**src/rtl/th_fnd_display_pkg.sv**
```systemverilog
// th_fnd_display_pkg: shared FSM encodings, scan default, segment codes and BCD helpers.
package th_fnd_display_pkg;
  typedef enum logic [3:0] {
    IDLE    = 4'b0001,
    SHIFT_T = 4'b0010,
    SHIFT_H = 4'b0100,
    COMMIT  = 4'b1000
  } state_e;
  localparam int SCAN_DIV_DEF = 100_000;
  localparam logic [6:0] SEG_0     = 7'h40;
  localparam logic [6:0] SEG_1     = 7'h79;
  localparam logic [6:0] SEG_2     = 7'h24;
  localparam logic [6:0] SEG_3     = 7'h30;
  localparam logic [6:0] SEG_4     = 7'h19;
  localparam logic [6:0] SEG_5     = 7'h12;
  localparam logic [6:0] SEG_6     = 7'h02;
  localparam logic [6:0] SEG_7     = 7'h78;
  localparam logic [6:0] SEG_8     = 7'h00;
  localparam logic [6:0] SEG_9     = 7'h10;
  localparam logic [6:0] SEG_BLANK = 7'h7F;
  function automatic logic [6:0] clamp99(input logic [7:0] v);
    return v > 8'd99 ? 7'd99 : v[6:0];
  endfunction
  // One double-dabble step on {tens, ones, binary}: adjust nibbles >= 5, then shift left.
  function automatic logic [15:0] dd_step(input logic [15:0] v);
    logic [3:0] hi, lo;
    hi = v[15:12] >= 4'd5 ? v[15:12] + 4'd3 : v[15:12];
    lo = v[11:8] >= 4'd5 ? v[11:8] + 4'd3 : v[11:8];
    return {hi, lo, v[7:0]} << 1;
  endfunction
endpackage

```
**src/rtl/th_fnd_display_seg_decoder.sv**
```systemverilog
// seg_decoder: BCD digit to active-low 7-segment pattern, codes above 9 blank.
module seg_decoder
  import th_fnd_display_pkg::*;
(
  input  logic [3:0] bcd,
  output logic [6:0] seg
);
  always_comb begin
    case (bcd)
      4'd0: seg = SEG_0;
      4'd1: seg = SEG_1;
      4'd2: seg = SEG_2;
      4'd3: seg = SEG_3;
      4'd4: seg = SEG_4;
      4'd5: seg = SEG_5;
      4'd6: seg = SEG_6;
      4'd7: seg = SEG_7;
      4'd8: seg = SEG_8;
      4'd9: seg = SEG_9;
      default: seg = SEG_BLANK;
    endcase
  end
endmodule

```
**src/rtl/th_fnd_display.sv**
```systemverilog
// th_fnd_display: DHT11 temperature/humidity to 4-digit multiplexed 7-segment display.
module th_fnd_display
  import th_fnd_display_pkg::*;
#(
  parameter int SCAN_DIV = SCAN_DIV_DEF
) (
  input  logic       clk,
  input  logic       reset_p,
  input  logic [7:0] humidity,
  input  logic [7:0] temperature,
  output logic [7:0] seg_7,
  output logic [3:0] com,
  output logic       busy
);
  localparam int SW = $clog2(SCAN_DIV);
  state_e          state_q, state_d;
  logic [2:0]      cnt_q, cnt_d;
  logic [6:0]      t_snap_q, t_snap_d, h_snap_q, h_snap_d, t_in, h_in;
  logic [15:0]     sr_q, sr_d, sh;
  logic [7:0]      t_bcd_q, t_bcd_d;
  logic            commit_q, commit_d, busy_q, busy_d, last, wrap;
  logic [3:0][3:0] dig_q, dig_d;
  logic [SW-1:0]   scan_q, scan_d;
  logic [1:0]      idx_q, idx_d;
  logic [3:0]      com_q, com_d;
  logic [7:0]      seg_q, seg_d;
  logic [6:0]      seg_raw;
  // One converter serves both values: temperature first, then humidity reloads the shifter.
  always_comb begin
    t_in = clamp99(temperature);
    h_in = clamp99(humidity);
    sh = dd_step(sr_q);
    last = cnt_q == 3'd7;
    state_d = state_q;
    cnt_d = cnt_q;
    sr_d = sr_q;
    t_snap_d = t_snap_q;
    h_snap_d = h_snap_q;
    t_bcd_d = t_bcd_q;
    case (state_q)
      IDLE: if ({t_in, h_in} != {t_snap_q, h_snap_q}) begin
        t_snap_d = t_in;
        h_snap_d = h_in;
        sr_d = {9'd0, t_in};
        cnt_d = 3'd0;
        state_d = SHIFT_T;
      end
      SHIFT_T: begin
        cnt_d = cnt_q + 3'd1;
        sr_d = last ? {9'd0, h_snap_q} : sh;
        t_bcd_d = last ? sh[15:8] : t_bcd_q;
        state_d = last ? SHIFT_H : SHIFT_T;
      end
      SHIFT_H: begin
        cnt_d = cnt_q + 3'd1;
        sr_d = sh;
        state_d = last ? COMMIT : SHIFT_H;
      end
      COMMIT: state_d = IDLE;
      default: state_d = IDLE;
    endcase
    busy_d = state_q != IDLE;
    commit_d = state_q == COMMIT;
    dig_d = commit_q ? {t_bcd_q, sr_q[15:8]} : dig_q;
  end
  seg_decoder u_dec (.bcd(dig_q[idx_q]), .seg(seg_raw));
  // The digit shown on a wrap is the current index; the index then steps to the next digit.
  always_comb begin
    wrap = scan_q == SW'(SCAN_DIV - 1);
    scan_d = wrap ? '0 : scan_q + 1'b1;
    idx_d = wrap ? idx_q - 2'd1 : idx_q;
    com_d = wrap ? ~(4'b0001 << idx_q) : com_q;
    seg_d = wrap ? {idx_q != 2'd2, seg_raw} : seg_q;
  end
  always_ff @(posedge clk or posedge reset_p) begin
    if (reset_p) begin
      state_q <= IDLE;
      cnt_q <= '0;
      sr_q <= '0;
      t_snap_q <= '0;
      h_snap_q <= '0;
      t_bcd_q <= '0;
      commit_q <= 1'b0;
      busy_q <= 1'b0;
      dig_q <= '0;
      scan_q <= '0;
      idx_q <= 2'd3;
      com_q <= 4'hF;
      seg_q <= 8'hFF;
    end else begin
      state_q <= state_d;
      cnt_q <= cnt_d;
      sr_q <= sr_d;
      t_snap_q <= t_snap_d;
      h_snap_q <= h_snap_d;
      t_bcd_q <= t_bcd_d;
      commit_q <= commit_d;
      busy_q <= busy_d;
      dig_q <= dig_d;
      scan_q <= scan_d;
      idx_q <= idx_d;
      com_q <= com_d;
      seg_q <= seg_d;
    end
  end
  assign seg_7 = seg_q;
  assign com = com_q;
  assign busy = busy_q;
endmodule

```
**config.mk**
```make
export PLATFORM = sky130hd
export DESIGN_NAME = th_fnd_display
export DESIGN_NICKNAME = d
export VERILOG_FILES = /design/src/rtl/th_fnd_display_pkg.sv /design/src/rtl/th_fnd_display_seg_decoder.sv /design/src/rtl/th_fnd_display.sv
export SDC_FILE = /design/constraint.sdc
export NUM_CORES = 1
export LEC_CHECK = 0
export CAP_MARGIN = 20
export CORE_MARGIN = 1.5
export CORE_UTILIZATION = 30
export CTS_CLUSTER_DIAMETER = 80
export DETAILED_ROUTE_END_ITERATION = 8
export SYNTH_ARGS = -nofsm -noshare
export SYNTH_HDL_FRONTEND = slang
export SYNTH_SLANG_ARGS = --single-unit
```
**constraint.sdc**
```tcl
create_clock -name clk -period 7.2 [get_ports clk]
set_input_delay 1.08 -clock clk [delete_from_list [all_inputs] [get_ports clk]]
set_output_delay 1.08 -clock clk [all_outputs]
set_load 0.005 [all_outputs]
```
---- Yosys cells after proc, flatten, opt, wreduce, memory -nomap -nowiden ----
Memory sizes are Yosys's and may differ from the RTL's. A register that Yosys moved wholly into a read port is not among the register bits.
Cells that the tools add are included.
storage, ports and cells
  word-level logic and storage cells ...... 62
  ROM bits ................................ 112
  memories kept ........................... 1
  input bits .............................. 18
  output and inout bits ................... 13
  flip-flop bits (word level) ............. 94
memory list
  memory           depth  bits a word  read ports  clocked after memory_dff  wr ports  RTL line                         text
  (no name shown)  16     7            1           1                         0         th_fnd_display_seg_decoder.sv:9  case (bcd)
operators by class
  bitwise gates (word level) .............. 1
  multiplexer cells ....................... 16
  eq/ne operators ......................... 10
  add/sub/neg operators ................... 5
  $lt $le $gt $ge ......................... 5
  shift operators ......................... 1
  reduce and logical (&&, ||, !) cells .... 7
operators with widths
  operator                 count
  $pmux W16 S3             1
  $mux W16                 2
  $add A17 B1 Y17 const B  1
  $eq A17 B17 Y1 const B   1
  $mux W17                 1
  $gt A8 B7 Y1 const B     2
  $mux W4                  4
  $mux W7                  2
  $ne A14 B14 Y1           1
  $pmux W4 S3              1
  $mux W3                  3
  $bmux W4 S2              1
  $ge A4 B3 Y1 const B     2
  $reduce_and A2 Y1        4
  $pmux W3 S2              1
  $add A4 B2 Y4 const B    1
  $eq A4 B1 Y1 const B     1
  $eq A4 B2 Y1 const B     1
  $eq A4 B3 Y1 const B     1
  $eq A4 B4 Y1 const B     1
  $ne A2 B2 Y1 const B     2
  $ne A4 B1 Y1 const B     1
  $not A4 Y4               1
  $shl A1 B2 Y4 const A    1
  8 further kinds          8

---- Depth between registers and ports, before layout ----
  depth after elaboration ................. 5
  depth in mapped cells ................... 9
  gate-level depth less buffers ........... 8

---- Modules after synthesis ----
From an unflattened synthesis, not the netlist that was laid out.
second synthesis, totals
  cells, all modules ...................... 431
  area total of the unflattened synthesis .. 4688.2 um2
by module, submodules not included
  module          times used  cells each  seq. area each (um2)  area each (um2)
  th_fnd_display  1           398         2344.7                4478.0
  seg_decoder     1           33          0.0                   210.2

---- Worst setup path before layout ----
Ideal clock, no wire load.
  path kind ............................... input to register
  from .................................... in temperature[1]
  to ...................................... reg sr_q[1]
  arrival ................................. 2624 ps
  setup slack ............................. 4450 ps
  data required time ...................... 7074 ps
  library setup time ...................... 126 ps
  path buffers ............................ 2
  cell stages on the path ................. 8
  cells stage by stage .................... or4bb_1 o21ai_1 a311oi_1 o31ai_1 buf_4 buf_6 nor2_1 a311o_1
on the way
  cells in the longest elaborated chain, start to end .. 5
  elaborated cells on any way between the ends .. 7
  those cells by class .................... 1 x order compare; 2 x eq/ne; 3 x mux; 1 x reduce/logical
ends and longest elaborated chain
  what                                RTL line                  text
  start: declaration                  th_fnd_display.sv:10      input logic [7:0] temperature,
  $gt A8 B7 Y1                        th_fnd_display_pkg.sv:22  return v > 8'd99 ? 7'd99 : v[6:0];
  $mux W7 *                           th_fnd_display_pkg.sv:22
  $ne A14 B14 Y1                      th_fnd_display.sv:41      IDLE: if ({t_in, h_in} != {t_snap_q, h_snap_q}) begin
  $ne A2 B2 Y1 (no source line)       --
  $reduce_and A2 Y1 (no source line)  --
  end signal: assignment              th_fnd_display.sv:93      sr_q <= sr_d;
  end: declaration                    th_fnd_display.sv:19      logic [15:0] sr_q, sr_d, sh;
Every way passes the cells marked *; elsewhere a longest branch is shown, timed or not. The select of a mux whose other input is x is not followed.
A chain may end at the register's enable or synchronous reset.

---- Worst setup path after layout ----
  from .................................... in temperature[7]
  to ...................................... reg sr_q[0]
on the way
  cells in the longest elaborated chain, start to end .. 5
  elaborated cells on any way between the ends .. 7
  those cells by class .................... 1 x order compare; 2 x eq/ne; 3 x mux; 1 x reduce/logical
ends and longest elaborated chain
  what                                RTL line
  $gt A8 B7 Y1 *                      th_fnd_display_pkg.sv:22
  $mux W7 *                           th_fnd_display_pkg.sv:22
  $ne A14 B14 Y1                      th_fnd_display.sv:41
  $ne A2 B2 Y1 (no source line)       --
  $reduce_and A2 Y1 (no source line)  --
Marks and branches as above.

==> metrics.cfg <==
[outcome]
status = complete, no violations

[global_routing]
grt_pass1_vias = 3235
use_met2 = 0.188
grt_use_met3 = 0.0363
grt_overflow = 0
grt_max_degree = 52
antenna_found_initial = 0
track_usage = 0.121
use_met1 = 0.159
busiest_layer = met2
grt_pass1_wl_mm = 15.8

[clock_network]
cts_tree = done
htreeDepth = 3
cts_sinks = 93
cts_resized = 0
insertion_delay_ns = 0.35
clockBufferDepth = 2
cts_hold_buf = 0
cts_setup_buffers = 0
cts_root_buf = clkbuf_16
clk_pin_slew_ns = 0.07
cts_buffers = 9

[power]
vdd_drop_max_mv = 0.154
power_density_nw_per_um2 = 293
finalPower_w = 0.00160
total_leakage_power_nw = 2.34

[placed_design]
io_buffer_count = 30
dp_hpwl_mm = 6.37
place.gp.congestion = 0.773
dp_cells = 645

[job]
maxCapViolations = 0

[critical_path]
cp_slowest_cell = o31ai_4
cp.arrival_ns = 4.04
path_cells = clkdlybuf4s50_1 > a21oi_2 > nor2_2 > nor4_1 > a311oi_1 > o31ai_4 > buf_4 > and2_1 > a22oi_1
crit_type = primary input to flop
critPathLaunch = temperature[7]
critPathMaxFanout = 21
crit_path_end_kind = flop
critical-path-max-stage-delay_ns = 0.68
crit_required_ns = 7.41
timing.rr.start = h_snap_q[5]$_DFFE_PP0P_
cp-start-kind = primary input

[sta]
maxSlewHeadroom = 0.345
max_freq_mhz = 261
tightest_slew_ns = 0.982
rsz0062_at_grt = false
finalSetupViolCount = 0
final-hold-violation-count = 0
fin_setup_tns_ns = 0
finClkSkew_ns = 0.00893
period_minus_slack_ns = 3.83
period_share = 0.532
slew_violations = 0
hold_ws_ns = 0.468

[synth]
syn_nets = 476
syn_avg_cell_area_um2 = 10.6
ys_ff_latch = 93
syn_area_um2 = 4670
synth_area_leaders = dfrtp_1 42%, dfstp_2 7.9%, mux2_2 6.0%, ha_1 4.3%, nand2_1 3.8%
yosysUniqueCellTypes = 54
yosysSeqAreaShare = 0.502
synth_ff_type = dfrtp_1
syn_inst = 442
synth_top_area_frac = 0.423
synth.largest_area_cell = dfrtp_1
postSynth.asyncResetShare = 1.00
ys_warn_count = 0
synth_edf_count = 0

[cells_and_area]
mostFrequentLayoutCell = dfrtp_1
seq_area_um2 = 2340
multiInputGateArea_um2 = 2180
final_cells = 662
fill_cells = 1523
drive_above_1_share = 0.146
nets = 503
diodes = 0
syn_to_final_growth_pct = 16.5
utilization = 0.358
final_cell_mix = 79 x dfrtp_1, 47 x nand2_1, 42 x nor2_1, 30 x clkdlybuf4s50_1, 29 x o21ai_0

[floorplanning]
rows = 45
die_h_um = 128
core_um2 = 15200
ios = 31
initial_core_util = 0.307
fp.dieArea_um2 = 16300
die_w_um = 128

[detailed_routing]
wirelength_mm = 8.94
drc = 0
vias_per_cell = 4.97
drt.antenna.violating_nets = 0
wl_per_cell_um = 13.5
firstDrtPassIters = 4
vias = 3291
drtIter0Drc = 208

[hold_path]
min-delay-start = com[3]$_DFFE_PP1N_
hold_path_class = flop to flop

## stage by stage
step	instance area, um^2	worst slack [ns]
3_5_place_dp	5140	3.03
5_1_grt	5440	3.03
2_1_floorplan	4670	3.72
6_report	5440	3.37
4_1_cts	5430	3.41
3_3_place_gp	5140	3.11
## power breakdown
part / total, W / internal [W] / switching, W
registers: 0.000729 / 0.000629 / 0.000100
logic: 0.000412 / 0.000181 / 0.000231
clock network: 0.000454 / 0.000248 / 0.000206
total: 0.00160 / 0.00106 / 0.000538
## registers in the layout, indices dropped and copies added, names as in the netlist, 2 cells and up
register and count:
h_snap_q 7, sr_q 16, cnt_q 3, com 4, dig_q 16, state_q 4, idx_q 2, scan_q 17
seg_7 7, t_bcd_q 8, t_snap_q 7
## final timing paths
path	endpoint	slack, ns	depth (start not counted)
max	sr_q[0]$_DFFE_PP0P_	3.37	9
max reg2reg	sr_q[0]$_DFFE_PP0P_	4.34	8
min in group asynchronous	busy$_DFF_PP0_	1.16	2
max in group asynchronous	cnt_q[0]$_DFFE_PP0P_	4.94	3
min	com[3]$_DFFE_PP1N_	0.47	2
min reg2reg	com[3]$_DFFE_PP1N_	0.47	2
## cell usage after synthesis, drive strengths merged, types with 5 or more instances
| library cell | instances |
|---|---|
| dfrtp | 79 |
| nand2 | 47 |
| nor2 | 43 |
| o21ai | 31 |
| mux2 | 25 |
| a21oi | 24 |
| inv | 17 |
| ha | 16 |
| xnor2 | 15 |
| dfstp | 14 |
| a22o | 10 |
| and3 | 10 |
| buf | 10 |
| nand3 | 10 |
| xor2 | 8 |
| clkbuf | 7 |
| nor2b | 6 |
| nand4 | 5 |
## final cells by class
cell class	count	share of cell area
tap	188	0.0433
multi-input combinational	315	0.401
clock inverter	5	0.00829
sequential	93	0.431
clock buffer	11	0.0446
timing repair buffer	33	0.0594
inverter	17	0.0120
## critical path: cells and delay by family
| family | cells | cell delay (ns) |
|---|---|---|
| AO/OA/AOI/OAI | 4 | 1.30 |
| buffers and inverters | 2 | 0.86 |
| AND/OR/NAND/NOR | 3 | 0.79 |
## kinds of logic after synthesis
group / count (synthesis) / synth area share
and+or+nand+nor: 148 / 0.158
AOI/OAI and AO/OA: 95 / 0.132
DFF: 93 / 0.502
buffers and inverters: 34 / 0.0335
muxes: 33 / 0.0882
xor gates and xnor gates: 23 / 0.0432
adders and majority gates: 16 / 0.0429
## routing by layer
| layer | part of all wire | routed length (um) |
|---|---|---|
| met4 | 0.016 | 145 |
| met5 | 0 | 0 |
| met2 | 0.47 | 4240 |
| met3 | 0.034 | 302 |
| met1 | 0.48 | 4250 |
Note: power is estimated with default switching activity, not from simulation.
